<file path="src/rtl/uart_rx_if.sv">
// -----------------------------------------------------------------------------
// uart_rx_if -- signal bundle between a serial line source and the UART
// receiver.
//
//   rx          serial line, idle high (driven by the line side)
//   rx_data     last correctly received byte
//   rx_done     one-clk pulse when rx_data is updated
//   frame_err   one-clk pulse on a bad stop bit
//   parity_err  one-clk pulse on an even-parity mismatch
//   busy        receiver is somewhere inside a frame
//
// Modports:
//   master  line side / consumer: drives rx, observes the receiver outputs
//   slave   receiver side: samples rx, drives the outputs
// -----------------------------------------------------------------------------
interface uart_rx_if;
  logic       rx;
  logic [7:0] rx_data;
  logic       rx_done;
  logic       frame_err;
  logic       parity_err;
  logic       busy;

  modport master (
    output rx,
    input  rx_data, rx_done, frame_err, parity_err, busy
  );

  modport slave (
    input  rx,
    output rx_data, rx_done, frame_err, parity_err, busy
  );
endinterface

</file>
<file path="src/rtl/uart_rx.sv">
// -----------------------------------------------------------------------------
// uart_rx -- 16x oversampling UART receiver, 8 data bits, LSB first, 1 stop.
//
// Parameters:
//   CLK_HZ  system clock frequency in Hz
//   BAUD    line bit rate
//
// Ports:
//   clk    sole clock, rising edge
//   rst_n  asynchronous active-low reset
//   bus    uart_rx_if.slave (rx in; rx_data, rx_done, frame_err,
//          parity_err, busy out)
//
// Build option:
//   UART_RX_PARITY_EN  defined   -> 8E1 framing, one even-parity bit checked
//                      undefined -> 8N1 framing, parity_err tied low
// -----------------------------------------------------------------------------
module uart_rx #(
  parameter int CLK_HZ = 50_000_000,
  parameter int BAUD   = 115_200
) (
  input  logic     clk,
  input  logic     rst_n,
  uart_rx_if.slave bus
);

  // Oversample divider: DIV = floor(CLK_HZ / (16 * BAUD)), never below 1.
  localparam int DIV_RAW = CLK_HZ / (BAUD * 16);
  localparam int DIV     = (DIV_RAW < 1) ? 1 : DIV_RAW;
  localparam int DIV_W   = (DIV > 1) ? $clog2(DIV) : 1;
  localparam logic [DIV_W-1:0] DIV_LAST = DIV_W'(DIV - 1);

  typedef enum logic [2:0] {
    IDLE,
    START,
    DATA,
`ifdef UART_RX_PARITY_EN
    PARITY,
`endif
    STOP,
    WAIT_IDLE
  } state_t;

  state_t           state;
  state_t           state_next;
  logic             rx_meta;
  logic             rx_sync;
  logic [DIV_W-1:0] div_cnt;
  logic             tick;
  logic [3:0]       tick_cnt;
  logic [2:0]       bit_cnt;
  logic [7:0]       shift;
  logic [7:0]       data_q;
  logic             done_q;
  logic             ferr_q;
  logic             shift_en;
  logic             load_en;
  logic             ferr_set;
`ifdef UART_RX_PARITY_EN
  logic             par_cap;
  logic             par_bad;
  logic             perr_set;
  logic             perr_q;
`endif

  // Two-flop synchronizer; flops reset to the idle (high) line level so a
  // reset release never looks like a start edge.
  // NOTE: sequential state uses non-blocking (<=) so every flop samples the
  // pre-edge value of its neighbours, exactly like the hardware.
  always_ff @(posedge clk or negedge rst_n) begin
    if (!rst_n) begin
      rx_meta <= 1'b1;
      rx_sync <= 1'b1;
    end else begin
      rx_meta <= bus.rx;
      rx_sync <= rx_meta;
    end
  end

  // Free-running 16x tick generator.
  always_ff @(posedge clk or negedge rst_n) begin
    if (!rst_n)    div_cnt <= '0;
    else if (tick) div_cnt <= '0;
    else           div_cnt <= div_cnt + DIV_W'(1);
  end

  assign tick = (div_cnt == DIV_LAST);

  always_ff @(posedge clk or negedge rst_n) begin
    if (!rst_n) state <= IDLE;
    else        state <= state_next;
  end

  // NOTE: every signal written here gets a default first, so no path through
  // the case leaves one unassigned and no latch is inferred.
  always_comb begin
    state_next = state;
    shift_en   = 1'b0;
    load_en    = 1'b0;
    ferr_set   = 1'b0;
`ifdef UART_RX_PARITY_EN
    par_cap    = 1'b0;
    perr_set   = 1'b0;
`endif
    unique case (state)
      IDLE: begin
        if (tick && !rx_sync) state_next = START;
      end
      START: begin
        // Mid-bit recheck; a line already back high was only a glitch.
        if (tick && tick_cnt == 4'd7) state_next = rx_sync ? IDLE : DATA;
      end
      DATA: begin
        if (tick && tick_cnt == 4'd15) begin
          shift_en = 1'b1;
`ifdef UART_RX_PARITY_EN
          if (bit_cnt == 3'd7) state_next = PARITY;
`else
          if (bit_cnt == 3'd7) state_next = STOP;
`endif
        end
      end
`ifdef UART_RX_PARITY_EN
      PARITY: begin
        if (tick && tick_cnt == 4'd15) begin
          par_cap    = 1'b1;
          state_next = STOP;
        end
      end
`endif
      STOP: begin
        if (tick && tick_cnt == 4'd15) begin
          // Framing error outranks both a parity error and a good byte.
          if (!rx_sync) begin
            ferr_set   = 1'b1;
            state_next = WAIT_IDLE;
          end
`ifdef UART_RX_PARITY_EN
          else if (par_bad) begin
            perr_set   = 1'b1;
            state_next = IDLE;
          end
`endif
          else begin
            load_en    = 1'b1;
            state_next = IDLE;
          end
        end
      end
      WAIT_IDLE: begin
        // A held-low break must end before another start is looked for.
        if (rx_sync) state_next = IDLE;
      end
      default: state_next = IDLE;
    endcase
  end

  always_ff @(posedge clk or negedge rst_n) begin
    if (!rst_n) begin
      tick_cnt <= 4'd0;
      bit_cnt  <= 3'd0;
      shift    <= 8'h00;
      data_q   <= 8'h00;
      done_q   <= 1'b0;
      ferr_q   <= 1'b0;
`ifdef UART_RX_PARITY_EN
      par_bad  <= 1'b0;
      perr_q   <= 1'b0;
`endif
    end else begin
      done_q <= load_en;
      ferr_q <= ferr_set;
`ifdef UART_RX_PARITY_EN
      perr_q <= perr_set;
      // Even parity: the parity bit must equal the XOR of the data bits.
      if (par_cap) par_bad <= rx_sync ^ (^shift);
`endif
      if (state_next != state) tick_cnt <= 4'd0;
      else if (tick)           tick_cnt <= tick_cnt + 4'd1;

      // Exactly eight shifts per frame, so bit_cnt wraps back to 0 by the
      // time DATA is left and needs no separate clear.
      if (shift_en) begin
        bit_cnt <= bit_cnt + 3'd1;
        shift   <= {rx_sync, shift[7:1]};
      end
      if (load_en) data_q <= shift;
    end
  end

  assign bus.rx_data   = data_q;
  assign bus.rx_done   = done_q;
  assign bus.frame_err = ferr_q;
  assign bus.busy      = (state != IDLE);
`ifdef UART_RX_PARITY_EN
  assign bus.parity_err = perr_q;
`else
  assign bus.parity_err = 1'b0;
`endif

endmodule

</file>
<file path="src/flat_wrapper.sv">
// flat-port wrapper written by rule: the top's interface ports become plain ports
module uart_rx_flat 
#(
  parameter int CLK_HZ = 50_000_000,
  parameter int BAUD   = 115_200
)
  (clk, rst_n, bus_rx, bus_rx_data, bus_rx_done, bus_frame_err, bus_parity_err, bus_busy);
  uart_rx_if bus_i ();
  input  logic clk;
  input  logic rst_n;
  input wire logic [$bits(bus_i.rx)-1:0] bus_rx;
  output wire logic [$bits(bus_i.rx_data)-1:0] bus_rx_data;
  output wire logic [$bits(bus_i.rx_done)-1:0] bus_rx_done;
  output wire logic [$bits(bus_i.frame_err)-1:0] bus_frame_err;
  output wire logic [$bits(bus_i.parity_err)-1:0] bus_parity_err;
  output wire logic [$bits(bus_i.busy)-1:0] bus_busy;
  assign bus_i.rx = bus_rx;
  assign bus_rx_data = bus_i.rx_data;
  assign bus_rx_done = bus_i.rx_done;
  assign bus_frame_err = bus_i.frame_err;
  assign bus_parity_err = bus_i.parity_err;
  assign bus_busy = bus_i.busy;
  uart_rx #(.CLK_HZ(CLK_HZ), .BAUD(BAUD)) u_core (.clk(clk), .rst_n(rst_n), .bus(bus_i));
endmodule
</file>
<file path="config.mk">
export PLATFORM = sky130hd
export DESIGN_NAME = uart_rx_flat
export DESIGN_NICKNAME = d
export VERILOG_FILES = /design/src/rtl/uart_rx_if.sv /design/src/rtl/uart_rx.sv /design/src/flat_wrapper.sv
export SDC_FILE = /design/constraint.sdc
export NUM_CORES = 1
export LEC_CHECK = 0
export CAP_MARGIN = 30
export CORE_ASPECT_RATIO = 0.6
export CORE_MARGIN = 4
export CORE_UTILIZATION = 45
export CTS_BUF_LIST = sky130_fd_sc_hd__clkbuf_8
export CTS_CLUSTER_DIAMETER = 120
export DETAILED_ROUTE_END_ITERATION = 8
export GPL_TIMING_DRIVEN = 1
export MAX_ROUTING_LAYER = met4
export PLACE_DENSITY_LB_ADDON = 0.15
export SYNTH_ARGS = -nofsm -noshare
export SYNTH_HDL_FRONTEND = slang
export SYNTH_SLANG_ARGS = --single-unit
</file>
<file path="constraint.sdc">
create_clock -name clk -period 1.7 [get_ports clk]
set_input_delay 0.34 -clock clk [delete_from_list [all_inputs] [get_ports clk]]
set_output_delay 0.34 -clock clk [all_outputs]
set_load 0.05 [all_outputs]
</file>
==> results of run 1 <==
-- power by group through the flow --
stage	clock (mW)	sequential, mW	combinational, mW
finish	0.591	0.846	0.0510
global route	0.659	0.846	0.0562
CTS	0.612	0.845	0.0524
detailed placement	0	0.860	0.0495
global placement	0	0.860	0.0495
floorplan	0	0.855	0.0246
-- kinds of logic (layout without fill, tap and decap cells) --
kind of cell,count (synthesis),count (layout),share of synthesized area
compound gates,11,11,0.0520
xor+xnor,7,7,0.0398
fa+ha+maj,5,5,0.0406
buf+inv,8,39,0.0276
flops,35,35,0.570
mux,19,19,0.155
other cells,1,1,0.00243
simple gates,33,33,0.113
-- final cells by class --
| type | count | area (um2) |
|---|---|---|
| Fill cell | 266 | 1330 |
| Clock inverter | 1 | 5.00 |
| Tap cell | 45 | 56.3 |
| Clock buffer | 6 | 82.6 |
| Sequential cell | 35 | 881 |
| Multi-Input combinational cell | 76 | 656 |
| Inverter | 3 | 11.3 |
| Timing Repair Buffer | 29 | 239 |
-- repair_timing --
action	in CTS	in global routing
pin swaps	0	1
setup buffers	1	1
resized for setup	7	3
endpoints found under the setup margin	20	25
hold endpoints to repair	0	0
-- through the flow --
step / power [mW] / cell area (um2) / setup WS, ns
2_1_floorplan: 0.879 / 1540 / -0.0479
3_3_place_gp: 0.909 / 1800 / -0.0855
3_5_place_dp: 0.910 / 1800 / -0.133
4_1_cts: 1.51 / 1920 / -0.110
5_1_grt: 1.56 / 1930 / -0.123
6_report: 1.49 / 1930 / -0.0698
-- routing by layer --
layer / global-route usage / wire [um]
met5: - / 0
met4: 0.0588 / 36
met3: 0.0529 / 112
met2: 0.210 / 1170
met1: 0.187 / 1430
-- path summary, 6_finish.rpt --
| check | startpoint | end | slack, ns | cells after the start |
|---|---|---|---|---|
| worst max-delay path | u_core.div_cnt[0] | u_core.shift[1] | -0.07 | 6 |
| worst min-delay path | u_core.rx_meta | u_core.rx_sync | 0.36 | 0 |
| worst max register to register | u_core.div_cnt[0] | u_core.shift[1] | -0.07 | 6 |
| worst min register to register | u_core.rx_meta | u_core.rx_sync | 0.36 | 0 |
| max in group asynchronous | rst_n | u_core.rx_meta | 1.04 | 2 |
| min in group asynchronous | rst_n | u_core.div_cnt[4] | 0.42 | 2 |
-- cells in the final DEF (no fill, tap or decap), drive strengths merged --
master,instances
a211o,1
a22o,1
clkbuf,6
o21ba,1
dfrtp,33
and2,1
nor2,9
o211ai,1
nand3,2
mux2,18
nand3b,1
and3,1
and4b,1
ha,5
inv,3
nor4,1
o21ai,2
nor3,4
or3,3
a21oi,2
nand2,8
a41oi,1
conb,1
o21a,1
clkdlybuf4s50,2
mux2i,1
dfstp,2
xor2,3
nand4b,1
nand4,1
buf,27
a311oi,1
clkinv,1
xnor2,4
-- registers in the layout (all words and copies together), names as in the netlist --
signal and cells:
u_core.bit_cnt 3, u_core.bus.frame_err 1, u_core.bus.rx_data 8, u_core.bus.rx_done 1, u_core.div_cnt 5, u_core.rx_meta 1, u_core.rx_sync 1, u_core.shift 8
u_core.state 3, u_core.tick_cnt 4
-- critical path: stages, from the launching register on --
cell	delay, ns
sky130_fd_sc_hd__dfrtp_1	0.37
sky130_fd_sc_hd__inv_1	0.06
sky130_fd_sc_hd__ha_2	0.18
sky130_fd_sc_hd__and4b_1	0.23
sky130_fd_sc_hd__nand2_2	0.07
sky130_fd_sc_hd__or3_4	0.42
sky130_fd_sc_hd__mux2_4	0.32
==> results.ini, run 1 <==
[floorplanning]
die_area_um2=4460
die_w_um=83.6
io_pins=15
initial_utilization=0.472
floorplan.rows=16
design.core.area_um2=3260
die_y_um=53.3

[drt]
vias=963
post-route-drc-count=0
first_pass_iters=4
post_drt_wl_per_cell_um=14.1
ant_nets=0
detailedRoute.firstIterationViolations=34
via_per_inst=4.94
drt_wl_total_um=2750

[sta]
post-route-min-period_ns=1.77
final.setup.worst_slack_ns=-0.0698
finalSetupViolCount=8
timing.fmax_mhz=565
hold_violations=0
drv_slew=0
post_route_skew_ns=0.00721
fin_crit_sh=1.04
finalSetupTns_ns=-0.493
post_route_hold_slack_ns=0.355
setup_repair_after_global_routing_missed_its_margin=yes

[power_and_ir_drop]
power.static_leakage_nw=0.962
cell_internal_pwr_mw=1.17
switching_power_of_the_nets_uw=313
power_per_cell_area_nw_per_um2=771
p_seq_frac=0.569
switching_share=0.210
p_comb_frac=0.034
irDropWorstVdd_v=0.000639
clockPowerShare=0.397

[clock_tree]
ctsHoldBuffers=0
tritoncts=built
cts_num_sinks=35
clk_pin_slew_ns=0.06
clock_tree.buffer_depth=2
clock_tree.htree_level_count=2
cts_made_buffers=5
clock_latency_ns=0.28
cts-root-buf=sky130_fd_sc_hd__clkbuf_8

[final_layout]
cell_count_final_fillers_out=195
post-route-util=0.592
count_of_inserted_antenna_diode_cells=0
area.growth.synth_to_final_pct=25.2
final_layout_size_suffix_gt1_frac=0.427
nNetsFinal=158

[setup_path]
sort_of_element_at_the_start_of_the_critical_path=register
worstPathMaxFanout=8
timing.critical_path.required_ns=1.87
cp.arrival_ns=1.94
crit_type=reg -> reg
crit_path_end_kind=register

[global_route]
first_pass_grt_wire_length_um=4730
via_count_of_the_first_global_routing_pass=993
total_global_routing_track_utilization=0.145
grt_max_degree=36
antenna_found_initial=0
grt_remaining_overflow=0

[logic_synthesis]
yosys_most_used_dff=sky130_fd_sc_hd__dfrtp_1
synth.distinct_cells=37
synth_cells=119
syn-mean-instance-area_um2=13.0
seq_area_frac_synth=0.570
ys_seq_elements=35
synth.net_count=127
synth_enable_flop_cells=0
post_synth_most_frequent_cells=sky130_fd_sc_hd__dfrtp_1, sky130_fd_sc_hd__mux2_2, sky130_fd_sc_hd__nor2_1
synth.top_cell.area_share=0.536
fraction_of_registers_with_async_set_or_reset_after_synthesis=1.00
synth_most_common_cell=sky130_fd_sc_hd__dfrtp_1
netlist_area_um2=1540
synth.top_cells.by_area=sky130_fd_sc_hd__dfrtp_1, sky130_fd_sc_hd__mux2_2, sky130_fd_sc_hd__mux2_4, sky130_fd_sc_hd__ha_1, sky130_fd_sc_hd__dfstp_2
yosysWarningCount=0
yosysTopAreaCell=sky130_fd_sc_hd__dfrtp_1

[placement]
placedCellCount=187
portBuffers=13
dp_hpwl_um=1980
gpl.final_weighted_congestion=0.931

[status]
outcome=complete, but fails checks
violations=setup timing

[flow_run]
cap_violations=0

[worst_hold_path]
hp-class=reg -> reg

(Power assumes the default switching activity.)
==> inputs of run 2 (changes only) <==
- SKIP_CTS_REPAIR_TIMING: default -> 1
==> run 2 against run 1 <==
Effect of this change: power rose by 0.53%; critical path type unchanged; highest routed layer unchanged; the run still ends with setup timing left; non-clock buffer count rose by 3; cell area rose by 4.5%.
==> results.ini, run 2 (same netlist as run 1, synthesis figures left out) <==
[status]
outcome=complete, but fails checks
violations=setup timing

[worst_hold_path]
min-delay-start=u_core.rx_meta
hp-class=reg -> reg

[drt]
routedLengthMet1_um=1450
drt_wl_total_um=2850
post-route-drc-count=0
detailedRoute.firstIterationViolations=41
dr.max_layer_used=met4
vias=992
via_per_inst=5.01
ant_nets=0
first_pass_iters=2
post_drt_wl_per_cell_um=14.4
route.met2.wl_um=1290
wl_met3_um=92

[floorplanning]
die_area_um2=4460
die_w_um=83.6
die_y_um=53.3
design.core.area_um2=3260
floorplan.rows=16
io_pins=15
initial_utilization=0.472

[placement]
portBuffers=13
place_ws_ns=-0.133
placedInstanceArea_um2=1800
dp_hpwl_um=1980
placedCellCount=187
gpl.final_weighted_congestion=0.931

[setup_path]
cp.arrival_ns=2.00
crit_path_end_kind=register
crit_start=u_core.div_cnt[0]
worstPathMaxFanout=8
sort_of_element_at_the_start_of_the_critical_path=register
timing.critical_path.required_ns=1.87
crit_type=reg -> reg
r2r_start=u_core.div_cnt[0]

[final_layout]
area.sequential_um2=881
filler_cell_count=250
layout_commonest_cell=sky130_fd_sc_hd__dfrtp_1
area.growth.synth_to_final_pct=30.8
nNetsFinal=161
post-route-util=0.618
final_layout_size_suffix_gt1_frac=0.477
most_frequent_cells_in_the_layout=sky130_fd_sc_hd__dfrtp_1, sky130_fd_sc_hd__buf_4, sky130_fd_sc_hd__mux2_2
count_of_inserted_antenna_diode_cells=0
multiInputGateArea_um2=704
cell_count_final_fillers_out=198
final_cell_area_um2=2020

[global_route]
first_pass_grt_wire_length_um=4700
total_global_routing_track_utilization=0.144
via_count_of_the_first_global_routing_pass=972
grt_max_degree=36
antenna_found_initial=0
grt_remaining_overflow=0

[clock_tree]
clock_tree.htree_level_count=2
clk_pin_slew_ns=0.06
cts_num_sinks=35
cts_made_buffers=5
tritoncts=built
cts-root-buf=sky130_fd_sc_hd__clkbuf_8
clock_latency_ns=0.28
clock_tree.buffer_depth=2

[sta]
final.setup.worst_slack_ns=-0.128
setup_repair_after_global_routing_missed_its_margin=yes
finalSetupViolCount=8
fin_crit_sh=1.08
timing.fmax_mhz=547
post_route_skew_ns=0.00806
drv_slew=0
hold_violations=0
post-route-min-period_ns=1.83

[power_and_ir_drop]
cell_internal_pwr_mw=1.18
p_seq_frac=0.564
power.static_leakage_nw=0.996
switching_power_of_the_nets_uw=316
switching_share=0.211
p_comb_frac=0.040
clockPowerShare=0.396
irDropWorstVdd_v=0.000691
power_per_cell_area_nw_per_um2=742
finalPower_mw=1.50

[flow_run]
cap_violations=0

run 2: cell types whose count changed in the layout (fill, tap and decap cells not counted), sizes merged:
cell and change:
buf +3
run 2: final cells by class:
class / count / area share
Clock inverter: 1 / 0.00248
Clock buffer: 6 / 0.0409
Timing Repair Buffer: 32 / 0.137
Tap cell: 45 / 0.0279
Sequential cell: 35 / 0.437
Multi-Input combinational cell: 76 / 0.349
Inverter: 3 / 0.00558
run 2: path summary, 6_finish.rpt:
kind                                      to  slack [ns]  cells after the start
min in group asynchronous  u_core.bit_cnt[1]        0.42                      2
hold reg to reg               u_core.rx_sync        0.36                      0
max in group asynchronous     u_core.rx_meta        1.04                      2
setup reg to reg             u_core.shift[1]       -0.13                      7
setup / recovery             u_core.shift[1]       -0.13                      7
hold / removal                u_core.rx_sync        0.36                      0
run 2: per-layer routing:
layer  vias up  global-route usage
met3         4              0.0529
li1        479                   -
met2        13               0.202
met4         0              0.0535
met1       496               0.190
met5         -                   -
run 2: power groups by stage:
stage                     clock (mW)  combinational [mW]  sequential (mW)
after detailed placement           0              0.0495            0.860
after global routing           0.656              0.0655            0.844
after CTS                      0.612              0.0497            0.844
after global placement             0              0.0495            0.860
final                          0.592              0.0598            0.844
after floorplan                    0              0.0246            0.855
run 2: stage by stage:
| stage | hold slack (ns) | setup TNS (ns) |
|---|---|---|
| floorplan | 0.0444 | -0.420 |
| global placement | 0.347 | -0.593 |
| detailed placement | 0.348 | -1.07 |
| CTS | 0.357 | -1.26 |
| global route | 0.361 | -1.73 |
| finish | 0.355 | -0.942 |
run 2: critical path, stage by stage (launching register included):
cell,delay (ns)
sky130_fd_sc_hd__dfrtp_1,0.37
sky130_fd_sc_hd__inv_1,0.06
sky130_fd_sc_hd__ha_2,0.18
sky130_fd_sc_hd__and4b_1,0.23
sky130_fd_sc_hd__nand2_2,0.08
sky130_fd_sc_hd__or3_4,0.34
sky130_fd_sc_hd__buf_6,0.16
sky130_fd_sc_hd__mux2_4,0.30
==> inputs of run 3 (changes only) <==
- CTS_BUF_LIST: sky130_fd_sc_hd__clkbuf_8 -> sky130_fd_sc_hd__clkbuf_4 sky130_fd_sc_hd__clkbuf_8 sky130_fd_sc_hd__clkbuf_16
==> results of run 3 <==
No change in the layout: final DEF, timing and power equal those of run 2.
